--- src/rtl/if_fetch_ctrl_if.sv ---
// Fetch-controller bus bundle: prefetch handshake, redirect input,
// decode-side registered outputs and the delivered-instruction counter.
interface if_fetch_ctrl_if;
  // prefetch side
  logic [31:0] pf_instr_i;
  logic        pf_ack_i;
  logic        pf_stall_i;
  logic        if2pf_req_o;
  logic [31:0] if2pf_pc_ff_o;
  logic        if2pf_is_comp_o;
  logic        if2pf_clear_o;
  // redirect (branch / jump / trap)
  logic        redir_req_i;
  logic [31:0] redir_pc_i;
  // decode side
  logic        id_stall_i;
  logic        if2id_valid_o;
  logic [31:0] if2id_instr_o;
  logic [31:0] if2id_pc_o;
  logic        if2id_is_comp_o;
  // statistics
  logic [31:0] fetch_cnt_o;

  // Fetch controller view
  modport master (
    input  pf_instr_i, pf_ack_i, pf_stall_i,
    input  redir_req_i, redir_pc_i, id_stall_i,
    output if2pf_req_o, if2pf_pc_ff_o, if2pf_is_comp_o, if2pf_clear_o,
    output if2id_valid_o, if2id_instr_o, if2id_pc_o, if2id_is_comp_o,
    output fetch_cnt_o
  );

  // Environment view (prefetch, decode, redirect source)
  modport slave (
    output pf_instr_i, pf_ack_i, pf_stall_i,
    output redir_req_i, redir_pc_i, id_stall_i,
    input  if2pf_req_o, if2pf_pc_ff_o, if2pf_is_comp_o, if2pf_clear_o,
    input  if2id_valid_o, if2id_instr_o, if2id_pc_o, if2id_is_comp_o,
    input  fetch_cnt_o
  );
endinterface

--- src/rtl/if_fetch_ctrl.sv ---
// Instruction-fetch controller: tracks the fetch PC, handshakes with the
// prefetch FIFO, decodes the compressed flag and registers the
// instruction towards decode. Redirects flush the FIFO via a one-cycle
// CLEAR state.
module if_fetch_ctrl #(
  parameter logic [31:0] RESET_VEC = 32'h8000_0000
) (
  input logic             clk,
  input logic             rst_n,
  if_fetch_ctrl_if.master bus
);

  typedef enum logic [1:0] {
    CLEAR = 2'd0,
    FILL  = 2'd1,
    RUN   = 2'd2
  } state_e;

  localparam logic [31:0] NOP_INSTR = 32'h0000_0013;

  state_e      state_q, state_d;
  logic [31:0] pc_ff_q, pc_ff_d;
  logic        valid_q, valid_d;
  logic [31:0] instr_q, instr_d;
  logic [31:0] pc_q, pc_d;
  logic        comp_q, comp_d;
  logic [31:0] cnt_q, cnt_d;

  logic        is_comp;
  logic        accept;

  // Compressed flag and accept decision; both feed the same-cycle FIFO shift
  always_comb begin
    is_comp = bus.pf_ack_i && (bus.pf_instr_i[1:0] != 2'b11);
    accept  = (state_q == RUN) && bus.pf_ack_i && !bus.id_stall_i && !bus.redir_req_i;
  end

  // Next-state / datapath: redirect beats decode stall, which beats accept
  always_comb begin
    state_d = state_q;
    pc_ff_d = pc_ff_q;
    valid_d = valid_q;
    instr_d = instr_q;
    pc_d    = pc_q;
    comp_d  = comp_q;
    cnt_d   = cnt_q;

    unique case (state_q)
      CLEAR:   state_d = FILL;
      FILL:    if (!bus.pf_stall_i) state_d = RUN;
      RUN:     if (bus.pf_stall_i) state_d = FILL;
      default: state_d = CLEAR;
    endcase

    if (bus.redir_req_i) begin
      // Bit 0 is dropped so the fetch PC stays halfword aligned
      state_d = CLEAR;
      pc_ff_d = {bus.redir_pc_i[31:1], 1'b0};
      valid_d = 1'b0;
    end else if (bus.id_stall_i) begin
      // Decode is full: everything facing decode and the PC freeze
      valid_d = valid_q;
    end else if (accept) begin
      pc_ff_d = pc_ff_q + (is_comp ? 32'd2 : 32'd4);
      valid_d = 1'b1;
      pc_d    = pc_ff_q;
      comp_d  = is_comp;
      instr_d = is_comp ? {16'h0000, bus.pf_instr_i[15:0]} : bus.pf_instr_i;
      cnt_d   = cnt_q + 32'd1;
    end else begin
      valid_d = 1'b0;
    end
  end

  // State and datapath registers with asynchronous reset
  always_ff @(posedge clk or negedge rst_n) begin
    if (!rst_n) begin
      state_q <= CLEAR;
      pc_ff_q <= RESET_VEC;
      valid_q <= 1'b0;
      instr_q <= NOP_INSTR;
      pc_q    <= 32'h0000_0000;
      comp_q  <= 1'b0;
      cnt_q   <= 32'h0000_0000;
    end else begin
      state_q <= state_d;
      pc_ff_q <= pc_ff_d;
      valid_q <= valid_d;
      instr_q <= instr_d;
      pc_q    <= pc_d;
      comp_q  <= comp_d;
      cnt_q   <= cnt_d;
    end
  end

  // Output mapping; request is withheld in CLEAR so no stale PC is captured
  always_comb begin
    bus.if2pf_clear_o   = (state_q == CLEAR);
    bus.if2pf_req_o     = (state_q != CLEAR);
    bus.if2pf_pc_ff_o   = pc_ff_q;
    bus.if2pf_is_comp_o = is_comp;
    bus.if2id_valid_o   = valid_q;
    bus.if2id_instr_o   = instr_q;
    bus.if2id_pc_o      = pc_q;
    bus.if2id_is_comp_o = comp_q;
    bus.fetch_cnt_o     = cnt_q;
  end

endmodule

--- src/flat_wrapper.sv ---
// flat-port wrapper written by rule: the top's interface ports become plain ports
module if_fetch_ctrl_flat 
#(
  parameter logic [31:0] RESET_VEC = 32'h8000_0000
)
  (clk, rst_n, bus_pf_instr_i, bus_pf_ack_i, bus_pf_stall_i, bus_redir_req_i, bus_redir_pc_i, bus_id_stall_i, bus_if2pf_req_o, bus_if2pf_pc_ff_o, bus_if2pf_is_comp_o, bus_if2pf_clear_o, bus_if2id_valid_o, bus_if2id_instr_o, bus_if2id_pc_o, bus_if2id_is_comp_o, bus_fetch_cnt_o);
  if_fetch_ctrl_if bus_i ();
  input logic clk;
  input logic rst_n;
  input wire logic [$bits(bus_i.pf_instr_i)-1:0] bus_pf_instr_i;
  input wire logic [$bits(bus_i.pf_ack_i)-1:0] bus_pf_ack_i;
  input wire logic [$bits(bus_i.pf_stall_i)-1:0] bus_pf_stall_i;
  input wire logic [$bits(bus_i.redir_req_i)-1:0] bus_redir_req_i;
  input wire logic [$bits(bus_i.redir_pc_i)-1:0] bus_redir_pc_i;
  input wire logic [$bits(bus_i.id_stall_i)-1:0] bus_id_stall_i;
  output wire logic [$bits(bus_i.if2pf_req_o)-1:0] bus_if2pf_req_o;
  output wire logic [$bits(bus_i.if2pf_pc_ff_o)-1:0] bus_if2pf_pc_ff_o;
  output wire logic [$bits(bus_i.if2pf_is_comp_o)-1:0] bus_if2pf_is_comp_o;
  output wire logic [$bits(bus_i.if2pf_clear_o)-1:0] bus_if2pf_clear_o;
  output wire logic [$bits(bus_i.if2id_valid_o)-1:0] bus_if2id_valid_o;
  output wire logic [$bits(bus_i.if2id_instr_o)-1:0] bus_if2id_instr_o;
  output wire logic [$bits(bus_i.if2id_pc_o)-1:0] bus_if2id_pc_o;
  output wire logic [$bits(bus_i.if2id_is_comp_o)-1:0] bus_if2id_is_comp_o;
  output wire logic [$bits(bus_i.fetch_cnt_o)-1:0] bus_fetch_cnt_o;
  assign bus_i.pf_instr_i = bus_pf_instr_i;
  assign bus_i.pf_ack_i = bus_pf_ack_i;
  assign bus_i.pf_stall_i = bus_pf_stall_i;
  assign bus_i.redir_req_i = bus_redir_req_i;
  assign bus_i.redir_pc_i = bus_redir_pc_i;
  assign bus_i.id_stall_i = bus_id_stall_i;
  assign bus_if2pf_req_o = bus_i.if2pf_req_o;
  assign bus_if2pf_pc_ff_o = bus_i.if2pf_pc_ff_o;
  assign bus_if2pf_is_comp_o = bus_i.if2pf_is_comp_o;
  assign bus_if2pf_clear_o = bus_i.if2pf_clear_o;
  assign bus_if2id_valid_o = bus_i.if2id_valid_o;
  assign bus_if2id_instr_o = bus_i.if2id_instr_o;
  assign bus_if2id_pc_o = bus_i.if2id_pc_o;
  assign bus_if2id_is_comp_o = bus_i.if2id_is_comp_o;
  assign bus_fetch_cnt_o = bus_i.fetch_cnt_o;
  if_fetch_ctrl #(.RESET_VEC(RESET_VEC)) u_core (.clk(clk), .rst_n(rst_n), .bus(bus_i));
endmodule
--- config.mk ---
export PLATFORM = sky130hd
export DESIGN_NAME = if_fetch_ctrl_flat
export DESIGN_NICKNAME = d
export VERILOG_FILES = /design/src/rtl/if_fetch_ctrl_if.sv /design/src/rtl/if_fetch_ctrl.sv /design/src/flat_wrapper.sv
export SDC_FILE = /design/constraint.sdc
export NUM_CORES = 1
export LEC_CHECK = 0
export ABC_AREA = 1
export CORE_MARGIN = 10
export CORE_UTILIZATION = 53
export CTS_BUF_LIST = sky130_fd_sc_hd__clkbuf_8
export DETAILED_ROUTE_END_ITERATION = 16
export HOLD_SLACK_MARGIN = 0.1
export MAX_ROUTING_LAYER = met4
export PLACE_DENSITY = 0.95
export REMOVE_ABC_BUFFERS = 1
export SLEW_MARGIN = 5
export SYNTH_ARGS = -nofsm -noshare
export SYNTH_HDL_FRONTEND = slang
export SYNTH_SLANG_ARGS = --single-unit
--- constraint.sdc ---
create_clock -name clk -period 4.51 [get_ports clk]
set_input_delay 0.902 -clock clk [delete_from_list [all_inputs] [get_ports clk]]
set_output_delay 0.902 -clock clk [all_outputs]
set_load 0.02 [all_outputs]
== Yosys cells after proc, flatten, opt, wreduce, memory -nomap -nowiden ==
Index checks and enable logic that the tools add are counted.

* Flip-flop bits (word level): 132
* Bits of input ports: 70

* $add $sub $neg: 2
* Equal/unequal tests: 6
* Mux-type cells: 12
* Bitwise gates (word level): 2
* Reductions and logical operators: 12

{| class="wikitable"
|+ Operators by type and width
! kind !! number
|-
| $mux W32 || 4
|-
| $add A32 B1 Y32 const B || 1
|-
| $add A32 B32 Y32 || 1
|-
| $mux W2 || 3
|-
| $ne A3 B3 Y1 const B || 2
|-
| $pmux W2 S3 || 1
|-
| $logic_and A1 B1 Y1 || 4
|-
| $ne A2 B2 Y1 const B || 2
|-
| $reduce_and A2 Y1 || 2
|-
| $reduce_bool A2 Y1 || 2
|-
| $mux W1 || 3
|-
| $mux W3 || 1
|-
| $reduce_and A3 Y1 || 1
|-
| $eq A2 B1 Y1 const B || 1
|-
| $eq A2 B2 Y1 const B || 1
|-
| $logic_not A1 Y1 || 2
|-
| $logic_not A2 Y1 || 1
|-
| $not A1 Y1 || 2
|}

== Logic depth before layout (Yosys ltp) ==
* Depth in word-level cells: 7
* Gate-level depth with buffers: 14
* Depth with buffers taken out: 14

== Least setup slack after synthesis ==
Ideal clock, no wire load.

* Kind: input to register
* From: input bus_pf_instr_i[0]
* To: register u_core.pc_ff_q[15], in the netlist u_core.bus.if2pf_pc_ff_o[15]
* Data arrival time: 2.629 ns
* Required time: 4.386 ns
* Setup slack: 1.756 ns
* Stages on the path: 12
* Path through: nand2_1 -> nand2_1 -> inv_1 -> ha_1 -> inv_1 -> fa_1 -> nor2_4 -> nand3_4 -> nor2_4 -> o21ai_0 -> nand2_1 -> nand3_1

* Word-level cells in the longest chain between the ends: 7

{| class="wikitable"
|+ Ends and longest elaborated chain
! what !! RTL line !! source
|-
| from (decl) || flat_wrapper.sv:10 || <nowiki>input wire logic [$bits(bus_i.pf_instr_i)-1:0] bus_pf_instr_i;</nowiki>
|-
| $ne A2 B2 Y1 || if_fetch_ctrl.sv:34 || <nowiki>is_comp = bus.pf_ack_i && (bus.pf_instr_i[1:0] != 2'b11);</nowiki>
|-
| $logic_and A1 B1 Y1 || if_fetch_ctrl.sv:34 ||
|-
| named net bus_if2pf_is_comp_o || flat_wrapper.sv:18 || <nowiki>output wire logic [$bits(bus_i.if2pf_is_comp_o)-1:0] bus_if2pf_is_comp_o;</nowiki>
|-
| $mux W3 || if_fetch_ctrl.sv:64 || <nowiki>pc_ff_d = pc_ff_q + (is_comp ? 32'd2 : 32'd4);</nowiki>
|-
| $add A32 B32 Y32 || if_fetch_ctrl.sv:64 ||
|-
| $mux W32 || if_fetch_ctrl.sv:63 || <nowiki>end else if (accept) begin</nowiki>
|-
| $mux W32 || if_fetch_ctrl.sv:60 || <nowiki>end else if (bus.id_stall_i) begin</nowiki>
|-
| $mux W32 || if_fetch_ctrl.sv:55 || <nowiki>if (bus.redir_req_i) begin</nowiki>
|-
| to (signal assigned) || if_fetch_ctrl.sv:87 || <nowiki>pc_ff_q <= pc_ff_d;</nowiki>
|-
| to (decl) || if_fetch_ctrl.sv:22 || <nowiki>logic [31:0] pc_ff_q, pc_ff_d;</nowiki>
|}

The timed path passes the listed nets, and every way through them passes these cells. The select of a mux whose other input is x is not followed.
A chain may end at the register's enable or synchronous reset.

== Final worst setup path ==
* From: input bus_pf_ack_i
* To: output bus_if2pf_is_comp_o

* Word-level cells in the longest chain between the ends: 1

{| class="wikitable"
|+ Ends and longest elaborated chain
! what !! RTL line !! source
|-
| from (decl) || flat_wrapper.sv:11 || <nowiki>input wire logic [$bits(bus_i.pf_ack_i)-1:0] bus_pf_ack_i;</nowiki>
|-
| $logic_and A1 B1 Y1 || if_fetch_ctrl.sv:34 ||
|-
| to (decl) || flat_wrapper.sv:18 ||
|}

Every way passes these cells.

==> impl_metrics.yaml <==
outcome:
  status: "completed"
sta:
  max_freq_mhz: 304
  setup_viol: 0
  slew_headroom_pct: 36.9
  rsz0062_at_grt: "no"
  fin_setup_tns_ns: 0
  fin_ws_ns: 1.22
  finalWorstPathRequiredPeriod_ns: 3.29
  period_share_pct: 73.0
  worst_pin_slew_ns: 0.946
  finalMaxSlewViolations: 0
  worst_hold_slack_ns: 0.482
  worst_clock_skew_ns: 0.0116
  final-hold-violation-count: 0
routing:
  vias_per_cell: 5.39
  drt_pass1_iterations: 6
  detail_route.wl_per_cell_um: 17.2
  num_vias: 6694
  drc_errors: 0
  total_length_of_routed_wires_um: 21400
  antenna_left: 0
  drtIter0Drc: 655
setup_path:
  worstSetupStartpointType: "input port"
  timing.critical_path.cells: "clkdlybuf4s50_1 -> nand2_1 -> inv_1 -> clkdlybuf4s50_1"
  critPathMostFrequentCell: "clkdlybuf4s50_1"
  setup.worst_path.class: "input port to primary output"
  cp.required_ns: 3.61
  slowest_delay_ns: 0.64
  cp-end-kind: "primary output"
  critical-path-slowest-cell: "clkdlybuf4s50_1"
  crit_arrival_ns: 2.39
  cp_max_fo: 3
clock_network:
  cts_hold_repair.buffers: 0
  post_cts_resize_count: 0
  clkTransAtPathRegs_ns: 0.07
  cts.repair_timing.setup_buffer_count: 0
  clockBufferDepth: 2
  cts-htree-levels: 4
  root_buffer: "clkbuf_8"
  tritoncts.num_buffers: 17
  clock_sink_count: 130
  clk_latency_ns: 0.45
  cts_tree: "yes"
floorplanning:
  placementRows: 40
  design.portCount: 203
  die_width_um: 132
  area_enclosed_by_the_die_boundary_um2: 17500
  chipHeight_um: 132
  floorplan.initialDensity_pct: 54.9
  placeableCoreArea_um2: 12200
synth:
  synth_mux_area_share_pct: 0
  ys_types: 36
  synth_cell_area_um2: 6680
  synth_xor_area_share_pct: 2.76
  postSynthRegisterBits: 130
  largest_family_of_logic_cells_by_synthesized_area: "simple AND/OR/NAND/NOR gates"
  synth-compound-area-share_pct: 7.63
  yosysWarnings: 0
  synth_cells: 864
  post_synth.cell_area_avg_um2: 7.73
  seq_area_frac_synth_pct: 48.8
  synth_simple_gate_area_share_pct: 33.8
  fraction_of_the_mapped_netlist_area_in_adder_cells_pct: 0.862
global_route:
  grt_pass1_wl_um: 34600
  grt_util_all_layers_pct: 24.7
  largest_net_degree_at_the_start_of_global_routing: 103
  first_global_vias: 6799
  grt_antenna_before_repair: 0
  global_route.overflow_total: 0
placement:
  place_ws_ns: 1.02
  dp_hpwl_um: 15300
  gp_routability_congestion: 0.907
  portBuffers: 199
power:
  power_leakage_nw: 4.17
  power.density_nw_per_um2: 381
  maximum_vdd_drop_mv: 0.322
finish:
  antenna_cells: 0
  area_growth_syn_to_layout_pct: 38.8
  finalCoreUtilization_pct: 76.2
  finalNetCount: 1135
  layout-drive-gt1-share_pct: 5.68
worst_hold_path:
  worstHoldPathType: "register to register"
job:
  max_cap_violations: 0
## final timing paths
check | cells past startpoint | slack [ns] | endpoint | start
worst max-delay path | 4 | 1.22 | bus_if2pf_is_comp_o | bus_pf_ack_i
worst min-delay path | 2 | 0.48 | u_core.bus.if2id_instr_o[4] | u_core.bus.if2id_instr_o[4]
worst max register to register | 8 | 2.03 | u_core.bus.if2pf_pc_ff_o[17] | u_core.state_q[0]
worst min register to register | 2 | 0.48 | u_core.bus.if2id_instr_o[4] | u_core.bus.if2id_instr_o[4]
max in group asynchronous | 2 | 2.98 | u_core.bus.if2id_instr_o[4] | rst_n
min in group asynchronous | 1 | 0.55 | u_core.bus.fetch_cnt_o[4] | rst_n
## report_power, final
part | switching (W) | internal [W]
sequential | 0.000137 | 0.00132
combinational | 0.000487 | 0.000416
clock | 0.000504 | 0.000664
## worst max-delay path, delay by kind of cell
kind	cells	cell delay, ns
buffers and inverters	3	1.35
and+or+nand+nor	1	0.14
## synthesized netlist by cell type (all sizes together)
cell     number  area [µm²]
nand2       321        1210
fa            1        20.0
conb          1        3.75
o21bai        2        15.0
a22o         16         140
o21ai        37         185
o2bb2ai       1        8.76
dfstp         4         105
dfrtp       126        3150
nand4        15         109
buf          17        95.1
o221ai        2        17.5
nor2        109         469
a21oi         9        45.0
nor3          6        41.3
nand3b       12        90.1
o2111ai       1        8.76
clkbuf       10        37.5
o21a          3        22.5
inv          73         274
a31oi         1        6.26
a22oi         1        7.51
xor2         10        87.6
nand3        64         333
ha            3        37.5
xnor2        11        96.3
o211ai        7        52.6
or2           1        6.26
## registers in the layout (all words and copies together), names as in the netlist
| register | cells |
|---|---|
| u_core.bus.if2id_pc_o | 31 |
| u_core.bus.if2pf_pc_ff_o | 31 |
| u_core.bus.if2id_valid_o | 1 |
| u_core.state_q | 2 |
| u_core.bus.fetch_cnt_o | 32 |
| u_core.bus.if2id_instr_o | 32 |
| u_core.bus.if2id_is_comp_o | 1 |
## layout make-up
| class | instances | area, µm² |
|---|---|---|
| Timing Repair Buffer | 204 | 2040 |
| Clock inverter | 15 | 229 |
| Multi-Input combinational cell | 635 | 3010 |
| Fill cell | 862 | 2900 |
| Clock buffer | 17 | 234 |
| Sequential cell | 130 | 3260 |
| Tap cell | 168 | 210 |
| Inverter | 73 | 274 |
## per-stage QoR
stage / instance area [µm²] / cells / power [W]
final: 9260 / 1242 / 0.00353
after global routing: 9260 / 1242 / 0.00368
after CTS: 9260 / 1242 / 0.00354
after detailed placement: 8800 / 1210 / 0.00238
after global placement: 8800 / 1210 / 0.00234
after floorplan: 6550 / 838 / 0.00186
## routing by layer
layer / vias up / GRT usage, % / routed length (µm)
li1: 3153 / - / -
met1: 3195 / 26.6 / 8180
met2: 295 / 41.4 / 10800
met3: 51 / 9.72 / 1940
met4: 0 / 7.15 / 444
met5: - / - / 0
## layout by cell type (no fill, tap or decap), types with 12 or more instances in the layout
cell type and count:
a22o_1 16, inv_1 69, clkdlybuf4s50_1 198, o21ai_0 37, clkbuf_8 17, nand3b_1 12
nand2_1 320, nand3_1 63, nand4_1 14, nor2_1 99, dfrtp_1 126
## cell families (layout without fill, tap and decap cells)
family                   Yosys count  in the layout
flip-flops                       130            130
AND/OR/NAND/NOR                  528            528
other                              1              2
buffers and inverters            100            309
AO/OA/AOI/OAI                     80             80
XOR/XNOR                          21             21
adder cells (fa/ha/maj)            4              4
Note: power is estimated with default switching activity, not from simulation.
